File: src/rtl/spi_pkg.sv
// Shared definitions for the SPI command controller: frame geometry, FSM
// encoding and the peripheral register map.
package spi_pkg;

  localparam int FRAME_W = 16;
  localparam int ADDR_W  = 7;
  localparam int DATA_W  = 8;
  localparam int BIT_W   = 4;

  typedef enum logic [2:0] {
    IDLE  = 3'd0,
    SETUP = 3'd1,
    HIGH  = 3'd2,
    LOW   = 3'd3,
    HOLD  = 3'd4,
    GAP   = 3'd5
  } spi_state_e;

  localparam logic [ADDR_W-1:0] REG_EN_OUT_7_0     = 7'h00;
  localparam logic [ADDR_W-1:0] REG_EN_OUT_15_8    = 7'h01;
  localparam logic [ADDR_W-1:0] REG_EN_PWM_7_0     = 7'h02;
  localparam logic [ADDR_W-1:0] REG_EN_PWM_15_8    = 7'h03;
  localparam logic [ADDR_W-1:0] REG_PWM_DUTY_CYCLE = 7'h04;

  // Wire layout: R/W in bit 15, address in 14:8, data in 7:0.
  function automatic logic [FRAME_W-1:0] pack_frame(
    input logic              rw,
    input logic [ADDR_W-1:0] addr,
    input logic [DATA_W-1:0] data
  );
    return {rw, addr, data};
  endfunction

endpackage

File: src/rtl/spi_controller_if.sv
// Command handshake between a requester and the SPI controller.
interface spi_controller_if;
  import spi_pkg::*;

  logic              cmd_valid;
  logic              cmd_ready;
  logic              cmd_rw;
  logic [ADDR_W-1:0] cmd_addr;
  logic [DATA_W-1:0] cmd_data;

  modport master (
    output cmd_valid,
    output cmd_rw,
    output cmd_addr,
    output cmd_data,
    input  cmd_ready
  );

  modport slave (
    input  cmd_valid,
    input  cmd_rw,
    input  cmd_addr,
    input  cmd_data,
    output cmd_ready
  );

endinterface

File: src/rtl/spi_tick_gen.sv
// Reloading down-counter that paces every SPI phase: tick is high on the
// last clk cycle of each CLK_DIV-cycle period.
module spi_tick_gen #(
  parameter int CLK_DIV = 5
) (
  input  logic clk,
  input  logic rst_n,
  input  logic restart,
  output logic tick
);

  localparam logic [7:0] RELOAD = 8'(CLK_DIV - 1);

  logic [7:0] cnt;

  always_ff @(posedge clk or negedge rst_n) begin
    if (!rst_n) begin
      cnt <= 8'd0;
    end else if (restart || (cnt == 8'd0)) begin
      cnt <= RELOAD;
    end else begin
      cnt <= cnt - 8'd1;
    end
  end

  assign tick = (cnt == 8'd0);

endmodule

File: src/rtl/spi_controller.sv
// SPI mode-0 write controller: accepts a {rw, addr, data} command and
// shifts it out MSB first as one 16-bit frame under nCs.
module spi_controller
  import spi_pkg::*;
#(
  parameter int CLK_DIV = 5
) (
  input  logic             clk,
  input  logic             rst_n,
  spi_controller_if.slave  cmd,
  output logic             SCLK,
  output logic             COPI,
  output logic             nCs,
  output logic             busy,
  output logic             done
);

  spi_state_e          state;
  spi_state_e          state_nxt;
  logic                tick;
  logic                accept;
  logic                ready_q;
  logic [BIT_W-1:0]    bit_cnt;
  logic [BIT_W-1:0]    bit_cnt_nxt;
  logic [FRAME_W-1:0]  shreg;
  logic [FRAME_W-1:0]  shreg_nxt;
  logic                sclk_nxt;
  logic                copi_nxt;
  logic                ncs_nxt;
  logic                done_nxt;
  logic                ready_nxt;
  logic                busy_nxt;

  assign cmd.cmd_ready = ready_q;
  assign accept        = cmd.cmd_valid && ready_q;

  // The divider restarts on acceptance so SETUP is a full CLK_DIV cycles;
  // after that every phase boundary falls on its free-running reload.
  spi_tick_gen #(
    .CLK_DIV (CLK_DIV)
  ) u_tick_gen (
    .clk     (clk),
    .rst_n   (rst_n),
    .restart (accept),
    .tick    (tick)
  );

  always_ff @(posedge clk or negedge rst_n) begin
    if (!rst_n) begin
      state <= IDLE;
    end else begin
      state <= state_nxt;
    end
  end

  always_comb begin
    state_nxt   = state;
    bit_cnt_nxt = bit_cnt;
    shreg_nxt   = shreg;
    sclk_nxt    = SCLK;
    copi_nxt    = COPI;
    ncs_nxt     = nCs;
    done_nxt    = 1'b0;

    unique case (state)
      IDLE: begin
        if (accept) begin
          state_nxt   = SETUP;
          shreg_nxt   = pack_frame(cmd.cmd_rw, cmd.cmd_addr, cmd.cmd_data);
          copi_nxt    = cmd.cmd_rw;
          ncs_nxt     = 1'b0;
          bit_cnt_nxt = '0;
        end
      end
      SETUP: begin
        if (tick) begin
          state_nxt = HIGH;
          sclk_nxt  = 1'b1;
        end
      end
      HIGH: begin
        if (tick) begin
          sclk_nxt    = 1'b0;
          bit_cnt_nxt = bit_cnt + 4'd1;
          // The final fall keeps the last bit on COPI through HOLD.
          if (bit_cnt == 4'd15) begin
            state_nxt = HOLD;
          end else begin
            state_nxt = LOW;
            shreg_nxt = {shreg[FRAME_W-2:0], 1'b0};
            copi_nxt  = shreg[FRAME_W-2];
          end
        end
      end
      LOW: begin
        if (tick) begin
          state_nxt = HIGH;
          sclk_nxt  = 1'b1;
        end
      end
      HOLD: begin
        if (tick) begin
          state_nxt = GAP;
          ncs_nxt   = 1'b1;
          copi_nxt  = 1'b0;
          done_nxt  = 1'b1;
        end
      end
      GAP: begin
        if (tick) begin
          state_nxt = IDLE;
        end
      end
      default: begin
        state_nxt = IDLE;
      end
    endcase

    ready_nxt = (state_nxt == IDLE);
    busy_nxt  = (state_nxt != IDLE);
  end

  // Every pin is registered from the next-state decode above.
  always_ff @(posedge clk or negedge rst_n) begin
    if (!rst_n) begin
      SCLK    <= 1'b0;
      COPI    <= 1'b0;
      nCs     <= 1'b1;
      busy    <= 1'b0;
      done    <= 1'b0;
      ready_q <= 1'b1;
      bit_cnt <= '0;
      shreg   <= '0;
    end else begin
      SCLK    <= sclk_nxt;
      COPI    <= copi_nxt;
      nCs     <= ncs_nxt;
      busy    <= busy_nxt;
      done    <= done_nxt;
      ready_q <= ready_nxt;
      bit_cnt <= bit_cnt_nxt;
      shreg   <= shreg_nxt;
    end
  end

endmodule
File: src/flat_wrapper.sv
// flat-port wrapper written by rule: the top's interface ports become plain ports
module spi_controller_flat import spi_pkg::*;
#(
  parameter int CLK_DIV = 5
)
  (clk, rst_n, SCLK, COPI, nCs, busy, done, cmd_cmd_valid, cmd_cmd_rw, cmd_cmd_addr, cmd_cmd_data, cmd_cmd_ready);
  spi_controller_if cmd_i ();
  input  logic clk;
  input  logic rst_n;
  output logic SCLK;
  output logic COPI;
  output logic nCs;
  output logic busy;
  output logic done;
  input wire logic [$bits(cmd_i.cmd_valid)-1:0] cmd_cmd_valid;
  input wire logic [$bits(cmd_i.cmd_rw)-1:0] cmd_cmd_rw;
  input wire logic [$bits(cmd_i.cmd_addr)-1:0] cmd_cmd_addr;
  input wire logic [$bits(cmd_i.cmd_data)-1:0] cmd_cmd_data;
  output wire logic [$bits(cmd_i.cmd_ready)-1:0] cmd_cmd_ready;
  assign cmd_i.cmd_valid = cmd_cmd_valid;
  assign cmd_i.cmd_rw = cmd_cmd_rw;
  assign cmd_i.cmd_addr = cmd_cmd_addr;
  assign cmd_i.cmd_data = cmd_cmd_data;
  assign cmd_cmd_ready = cmd_i.cmd_ready;
  spi_controller #(.CLK_DIV(CLK_DIV)) u_core (.clk(clk), .rst_n(rst_n), .cmd(cmd_i), .SCLK(SCLK), .COPI(COPI), .nCs(nCs), .busy(busy), .done(done));
endmodule
File: config.mk
export PLATFORM = sky130hd
export DESIGN_NAME = spi_controller_flat
export DESIGN_NICKNAME = d
export VERILOG_FILES = /design/src/rtl/spi_pkg.sv /design/src/rtl/spi_controller_if.sv /design/src/rtl/spi_tick_gen.sv /design/src/rtl/spi_controller.sv /design/src/flat_wrapper.sv
export SDC_FILE = /design/constraint.sdc
export NUM_CORES = 1
export LEC_CHECK = 0
export ABC_AREA = 1
export BUFFER_PORTS_ARGS = -buffer_cell sky130_fd_sc_hd__buf_4
export CORE_UTILIZATION = 45
export CTS_CLUSTER_DIAMETER = 80
export DETAILED_ROUTE_END_ITERATION = 10
export SETUP_SLACK_MARGIN = 0.05
export SLEW_MARGIN = 10
export SYNTH_ARGS = -nofsm -noshare
export SYNTH_HDL_FRONTEND = slang
export SYNTH_SLANG_ARGS = --single-unit
File: constraint.sdc
create_clock -name clk -period 2 [get_ports clk]
set_input_delay 0.4 -clock clk [delete_from_list [all_inputs] [get_ports clk]]
set_output_delay 0.4 -clock clk [all_outputs]
set_load 0.01 [all_outputs]
==> flow_summary_export.csv <==
group,metric,value,unit
status,outcome,"finished clean",
run,max_cap_violations,0,
global_route,grt_pass1_vias,1412,
synth,syn_area_per_cell,9.120,µm²
cts,cts_num_sinks,36,
drt,drt_first_pass_iters,4,
synth,ys_types,26,
cts,cts_root_buffer,"clkbuf_8",
cts,tritoncts,"done",
cts,clkTransAtPathRegs,70,ps
synth,yosysSeqAreaShare,0.4855,
synth,yosys_register_bits,36,
global_route,antenna_found_initial,0,
cts,clock_latency,280,ps
setup_path,critPathRequiredTime,2150,ps
global_route,grt_pass1_wl,5989,µm
cells_and_area,drive_above_1_share,0.2851,
cells_and_area,syn_to_final_growth,17.15,%
drt,ant_nets,0,
sta,finalWorstSetupSlack,255.3,ps
drt,drc_errors,0,
cts,clockBufferDepth,2,
placement,dp_hpwl,2528,µm
synth,synthCells,204,
synth,yosysWarnings,0,
placement,dp_slack,251.3,ps
drt,first_iter_violations,81,
sta,worst_slew_pin_slew,450.1,ps
sta,drv_slew,0,
synth,syn_area,1861,µm²
floorplanning,start_util,0.4685,
drt,routed_via_density,4.979,
sta,setup_viol_count_final,0,
sta,grt_setup_unrepaired,"false",
drt,totalWireLength,3351,µm
floorplanning,die_w,66.30,µm
sta,slew_headroom,0.6999,
sta,skew,3.852,ps
setup_path,end_kind,"register",
power_and_ir_drop,p_int,1.031,mW
setup_path,critPathMaxFanout,29,
placement,gp_congestion,0.8665,
power_and_ir_drop,switchingPower,0.2568,mW
drt,vias,1419,
cts,holdBufCountCts,0,
sta,hold_viol,0,
global_route,grt.overflow.total,0,
power_and_ir_drop,power.total,1.288,mW
setup_path,critPathKind,"reg2reg",
cells_and_area,layout.nets,255,
floorplanning,fp.dieH,66.30,µm
floorplanning,dieArea,4396,µm²
cts,cts_resized,0,
synth,syn_nets,225,
cells_and_area,antenna_cells,0,
power_and_ir_drop,swShare,0.1994,
cells_and_area,fill_cells,361,
sta,fin_crit_sh,0.8723,
sta,setup-tns-final,0,ps
floorplanning,core_area,3971,µm²
cts,cts_buffers,5,
cts,post_cts_buffers,0,
power_and_ir_drop,p_seq_frac,0.565,
global_route,grt_max_degree,37,
setup_path,crit_arrival,1900,ps
setup_path,crit_path_start_kind,"register",
cts,htreeDepth,2,
placement,port_buffers,24,
cells_and_area,final_util,0.5488,
floorplanning,io_pins,25,
drt,detail_route.wl_per_cell,11.76,µm
floorplanning,row_count,23,
hold_path,hp-class,"in2async",
sta,worst_hold_slack,60.09,ps
sta,fmax,573.2,MHz
global_route,grt_usage,0.1847,
power_and_ir_drop,p_leak,1.084,nW
power_and_ir_drop,p_clk_frac,0.403,
power_and_ir_drop,power.density,591.0,nW/µm²
sta,period_minus_slack,1745,ps
power_and_ir_drop,peakVddDrop,0.4702,mV
power_and_ir_drop,power_frac_comb,0.032,
[flip-flops by register name, summed over array words and instances (netlist names)]
register               flops
u_core.COPI                1
u_core.SCLK                1
u_core.bit_cnt             4
u_core.busy                1
u_core.cmd.cmd_ready       1
u_core.done                1
u_core.nCs                 1
u_core.shreg              15
u_core.state               3
u_core.u_tick_gen.cnt      8
[metrics by stage]
stage               cell area [µm²]  instances
detailed placement             2090        277
floorplan                      1861        204
global placement               2090        277
finish                         2180        285
global route                   2180        285
CTS                            2180        285
[critical path, cell delays in order, from the launching register on]
cell and delay [ps]:
dfrtp_1 380, inv_1 70, ha_1 250, nand2_4 90, nor2_8 180, nand2_4 90, nand2_2 80, nand2_2 40
buf_4 240, nand2_1 90, o21ai_0 70
[per-layer routing]
layer	up-vias	share of wire	GRT usage
li1	717	-	-
met1	671	0.45	0.2159
met2	21	0.49	0.3087
met3	10	0.033	0.04483
met4	0	0.023	0.1011
met5	-	0	0
[power by group through the flow]
stage          logic (mW)  registers [mW]  clock network (mW)
6_report           0.0410           0.728               0.519
5_1_grt            0.0462           0.727               0.566
4_1_cts            0.0430           0.728               0.543
3_5_place_dp       0.0429           0.742                   0
3_3_place_gp       0.0418           0.742                   0
2_1_floorplan    0.000652           0.742                   0
[cell usage in the layout, fill, tap and decap left out, types with 2 or more instances in the layout]
master / synthesis / final
nor2_1: 21 / 21
clkbuf_1: 0 / 2
o21ai_1: 4 / 4
nand2_1: 40 / 40
inv_1: 20 / 20
dfrtp_1: 34 / 34
ha_1: 2 / 2
nor2_2: 3 / 3
xor2_1: 4 / 4
dfstp_2: 2 / 2
mux2i_1: 14 / 14
nand3_1: 14 / 14
nand2_2: 13 / 13
o21ai_2: 9 / 9
clkbuf_8: 0 / 6
o21ai_0: 9 / 9
nand2_4: 3 / 3
buf_4: 0 / 27
[final timing paths]
check / start / to / slack (ps) / cells after the start
min in group clk: cmd_cmd_data[0] / u_core.shreg[0] / 330 / 3
worst min register to register: u_core.u_tick_gen.cnt[0] / u_core.u_tick_gen.cnt[0] / 430 / 1
worst min-delay path: rst_n / u_core.shreg[9] / 60 / 1
worst max-delay path: u_core.u_tick_gen.cnt[0] / u_core.shreg[3] / 260 / 10
max in group asynchronous: rst_n / u_core.cmd.cmd_ready / 1590 / 1
worst max register to register: u_core.u_tick_gen.cnt[0] / u_core.shreg[3] / 260 / 10
[synthesized netlist by cell type (all sizes together)]
cell type / n / share of area
a21oi: 1 / 0.0027
a31oi: 1 / 0.0034
buf: 4 / 0.019
dfrtp: 34 / 0.46
dfstp: 2 / 0.028
ha: 2 / 0.013
inv: 21 / 0.044
mux2i: 14 / 0.075
nand2: 56 / 0.14
nand3: 14 / 0.038
nand4: 1 / 0.0034
nor2: 26 / 0.069
o21ai: 22 / 0.077
o21bai: 1 / 0.0040
or2: 1 / 0.0034
xor2: 4 / 0.019
[cell families after synthesis]
family                   after synthesis  synth area share
AND/OR/NAND/NOR                       98            0.2562
flip-flops                            36            0.4855
AO/OA/AOI/OAI                         25           0.08743
buffers and inverters                 25           0.06321
multiplexers                          14           0.07532
XOR/XNOR                               4           0.01883
adder cells (fa/ha/maj)                2           0.01345
[final cells by class]
cell class,instances,area (µm²),area share
Multi-Input combinational cell,143,839.6,0.3852
Timing Repair Buffer,27,202.7,0.09300
Inverter,21,81.33,0.03731
Tap cell,50,62.56,0.02870
Clock buffer,8,90.09,0.04133
Sequential cell,36,903.4,0.4145
Note: power is estimated with default switching activity, not from simulation.
